**config.mk**
```make
export PLATFORM = sky130hd
export DESIGN_NAME = decoder_select_arbiter
export DESIGN_NICKNAME = d
export VERILOG_FILES = /design/src/rtl/decoder_select_arbiter.sv
export SDC_FILE = /design/constraint.sdc
export NUM_CORES = 1
export LEC_CHECK = 0
export CAP_MARGIN = 15
export CORE_UTILIZATION = 35
export CTS_BUF_LIST = sky130_fd_sc_hd__clkbuf_16
export DETAILED_ROUTE_END_ITERATION = 10
export GPL_TIMING_DRIVEN = 0
export PLACE_DENSITY_LB_ADDON = 0.2
export RECOVER_POWER = 50
export SLEW_MARGIN = 25
export SYNTH_ARGS = -nofsm -noshare
export SYNTH_HDL_FRONTEND = slang
export SYNTH_SLANG_ARGS = --single-unit
export TNS_END_PERCENT = 1
```
**constraint.sdc**
```tcl
create_clock -name clk -period 7.8 [get_ports clk]
set_input_delay 1.56 -clock clk [delete_from_list [all_inputs] [get_ports clk]]
set_output_delay 1.56 -clock clk [all_outputs]
set_load 0.005 [all_outputs]
```
**src/rtl/decoder_select_arbiter.sv**
```systemverilog
// Round-robin arbiter sharing one 3-to-8 decoded select among eight requesters.
// It bounds tenure length and inserts one dead cycle between grants.
module decoder_select_arbiter #(
   parameter int unsigned MAX_HOLD = 16
) (
   input  logic       clk,
   input  logic       rst_n,
   input  logic       en,
   input  logic [7:0] req,
   output logic       grant_valid,
   output logic [2:0] grant_idx,
   output logic [7:0] grant_onehot,
   output logic       preempt
);

   localparam int unsigned N  = 8;
   localparam int unsigned IW = 3;
   localparam int unsigned CW = 8;

   typedef enum logic [1:0] {
      S_IDLE  = 2'd0,
      S_GRANT = 2'd1,
      S_GAP   = 2'd2
   } state_t;

   state_t        state, state_n;
   logic [IW-1:0] ptr, ptr_n;
   logic [CW-1:0] hold_cnt, hold_n;
   logic          valid_n;
   logic [IW-1:0] idx_n;
   logic [N-1:0]  onehot_n;
   logic          preempt_n;
   logic          win_found_c;
   logic [IW-1:0] win_idx_c;

   // First requester at or after ptr, wrapping 7 -> 0.
   always_comb begin
      win_found_c = 1'b0;
      win_idx_c   = ptr;
      for (int unsigned i = 0; i < N; i++) begin
         if (!win_found_c && req[ptr + IW'(i)]) begin
            win_found_c = 1'b1;
            win_idx_c   = ptr + IW'(i);
         end
      end
   end

   // Next-state and next registered outputs.
   always_comb begin
      state_n   = state;
      ptr_n     = ptr;
      hold_n    = hold_cnt;
      valid_n   = grant_valid;
      idx_n     = grant_idx;
      onehot_n  = grant_onehot;
      preempt_n = 1'b0;
      case (state)
         S_IDLE, S_GAP: begin
            state_n  = S_IDLE;
            valid_n  = 1'b0;
            onehot_n = '0;
            if (en && win_found_c) begin
               state_n  = S_GRANT;
               valid_n  = 1'b1;
               idx_n    = win_idx_c;
               onehot_n = N'(1) << win_idx_c;
               hold_n   = CW'(1);
            end
         end
         S_GRANT: begin
            // Request drop takes priority over the hold limit, so no preempt then.
            if (!req[grant_idx] || (hold_cnt == CW'(MAX_HOLD))) begin
               state_n   = S_GAP;
               valid_n   = 1'b0;
               onehot_n  = '0;
               ptr_n     = grant_idx + IW'(1);
               preempt_n = req[grant_idx];
            end else begin
               hold_n = hold_cnt + CW'(1);
            end
         end
         default: begin
            state_n  = S_IDLE;
            valid_n  = 1'b0;
            onehot_n = '0;
         end
      endcase
   end

   always_ff @(posedge clk) begin
      if (!rst_n) begin
         state        <= S_IDLE;
         ptr          <= '0;
         hold_cnt     <= '0;
         grant_valid  <= 1'b0;
         grant_idx    <= '0;
         grant_onehot <= '0;
         preempt      <= 1'b0;
      end else begin
         state        <= state_n;
         ptr          <= ptr_n;
         hold_cnt     <= hold_n;
         grant_valid  <= valid_n;
         grant_idx    <= idx_n;
         grant_onehot <= onehot_n;
         preempt      <= preempt_n;
      end
   end

endmodule

```
==> flow_summary.ini <==
[min_path]
min_path_type = reg2reg

[sta]
setup_tns_ns = 0
max_freq_mhz = 213.5
clock-skew-final_ns = 0.002647
hold_slack_ns = 0.4471
hold_viol_final = 0
timing.final.crit_share_pct = 60.05
maxSlewHeadroom_pct = 53.84
setup_violations = 0
worstMarginPinSlew_ns = 0.6731
report.final.slew_viol_count = 0
rsz0062_at_grt = false
min_period_ns = 4.684

[clocking]
clkTransAtPathRegs_ns = 0.06
cts_setup_buffers = 0
post_cts_resized = 0
clk_latency_ns = 0.25
cts_tree = yes
cts_root_buf = clkbuf_16
cts_sinks = 25
cts_buffers = 3
cts_hold_buf = 0
htreeDepth = 1
clockBufferDepth = 2

[yosys]
yosys.area_share.adder_pct = 3.066
synth_ff_type = dfxtp_1
ys_seq_area_share_pct = 24.52
synth_top_family_by_area = multiplexers
muxShareOfSynthArea_pct = 22.62
synth_warnings = 0
ys_ff_latch = 25
synth_compound_area_share_pct = 17.11
synthSimpleGateAreaFrac_pct = 22.19
netlist_instances = 221
synth_area_mm2 = 0.002041
synth_edf_count = 0
syn_nets = 237
postSynth.asyncResetShare_pct = 0
synth-xor-area-share_pct = 4.292
post_synth_num_cell_types = 59
syn_avg_cell_area_um2 = 9.234

[global_routing]
antenna_found_initial = 0
first_global_vias = 1686
grt_pass1_wl_um = 8066
grt_max_degree = 14
overflow = 0
track_usage_pct = 16.36

[worst_setup_path]
end_kind = flop
worstSetupPathType = in2reg
required_ns = 7.95
path_max_fanout = 9
cpPeakStageDelay_ns = 0.61
crit_path_start_kind = input pin
cp_num_buf_inv = 1
arrival_ns = 4.83
crit_chain = dlygate4sd3_1 -> mux4_2 -> mux2i_1 -> nand2_4 -> nor4_1 -> a221o_1 -> nor3_1 -> a22o_1
cp_slowest_cell = dlygate4sd3_1
crit_family = multiplexers

[place]
hpwl_um = 3581
dp.cells = 315
place_congestion = 0.8840
numPortBuffers = 22

[layout]
nets = 264
final_cell_mix = 25 x nor2_1, 25 x dfxtp_1, 17 x nand2_1, 14 x dlygate4sd3_1, 13 x inv_1
antenna_cells = 0
final_util_pct = 43.59
area_growth_pct = 19.07
stdcell_count = 319
drive_gt1_share_pct = 15.38

[flow_run]
cap_violations = 0

[route]
vias_per_cell = 5.480
met3_length_um = 114
wl_met2_um = 2270
wl_um = 4681
wl_met1_um = 2275
wl_per_cell_um = 14.67
first_pass_iters = 4
ant_nets = 0
drc = 0
first_iter_violations = 131
vias = 1748
top_layer = met4

[power_and_ir_drop]
power_uw = 432.1
p_per_area_mw_per_mm2 = 177.8
irDropWorstVdd_uv = 109.5
p_leak_nw = 0.9704

[die]
dieArea_mm2 = 0.006140
die_h_um = 78.36
placementRows = 27
io_pins = 24
coreArea_mm2 = 0.005574
start_util_pct = 36.61
dieWidth_um = 78.36

[outcome]
status = complete, no violations
-- registers in the layout, summed over array words and instances (netlist names) --
register	flops
grant_idx	3
ptr	3
preempt	1
grant_onehot	8
state	2
hold_cnt	8
-- layer usage --
metal,up-vias,track usage [%]
met5,-,0
met4,0,1.852
met3,4,3.140
met2,34,27.46
met1,834,22.36
li1,876,-
-- where the power goes --
| group | internal (mW) | switching [mW] |
|---|---|---|
| clock | 0.0685 | 0.0430 |
| sequential | 0.135 | 0.00713 |
| combinational | 0.0813 | 0.0973 |
-- through the flow --
stage          instance area (um2)  setup slack, ns
6_report                      2430            3.116
5_1_grt                       2430            2.855
4_1_cts                       2430            3.208
3_5_place_dp                  2351            2.936
3_3_place_gp                  2351            2.918
2_1_floorplan                 2041            3.845
-- synthesized netlist by cell type, drive strengths merged (4+ instances only) --
cell    number  area share (%)
dfxtp       25              25
nor2        25             4.6
nand2       18             3.7
inv         12             2.2
mux4        12              14
a21oi       10             2.5
mux2i        9             4.4
xor2         8             3.4
mux2         7             4.2
nand2b       7             2.3
o21ai        7             1.7
a211oi       6             2.2
nand4        6             1.8
and2         5             1.8
buf          5             2.4
ha           5             3.1
a22o         4             1.8
a31oi        4             1.2
and3         4             1.3
-- final cells by class --
| cell class | count | area, um2 |
|---|---|---|
| multi-input combinational | 175 | 1414 |
| buffer | 9 | 81.33 |
| clock inverter | 1 | 3.754 |
| tap | 72 | 90.09 |
| sequential | 25 | 500.5 |
| inverter | 12 | 45.04 |
| fill | 560 | 3144 |
| clock buffer | 3 | 75.07 |
| timing repair buffer | 22 | 220.2 |
-- worst min-delay path, stage by stage, from the launching register on --
cell and delay, ns:
dfxtp_1 0.32, nand2_1 0.04, o21ai_0 0.05
-- logic make-up (layout without fill, tap and decap cells) --
| logic type | after synthesis | count (layout) |
|---|---|---|
| AOI/OAI and AO/OA | 48 | 48 |
| xor gates and xnor gates | 10 | 10 |
| adders and majority gates | 5 | 5 |
| buffers and inverters | 21 | 47 |
| DFF | 25 | 25 |
| muxes | 28 | 28 |
| and+or+nand+nor | 84 | 84 |
-- worst paths after layout --
check                                      from               to  slack [ns]  cells past startpoint
worst min register to register  grant_onehot[1]  grant_onehot[1]        0.45                      2
worst min-delay path            grant_onehot[1]  grant_onehot[1]        0.45                      2
worst max register to register           ptr[0]  grant_onehot[6]        3.74                     11
worst max-delay path                     req[4]  grant_onehot[6]        3.12                      8
Note: power is estimated with default switching activity, not from simulation.
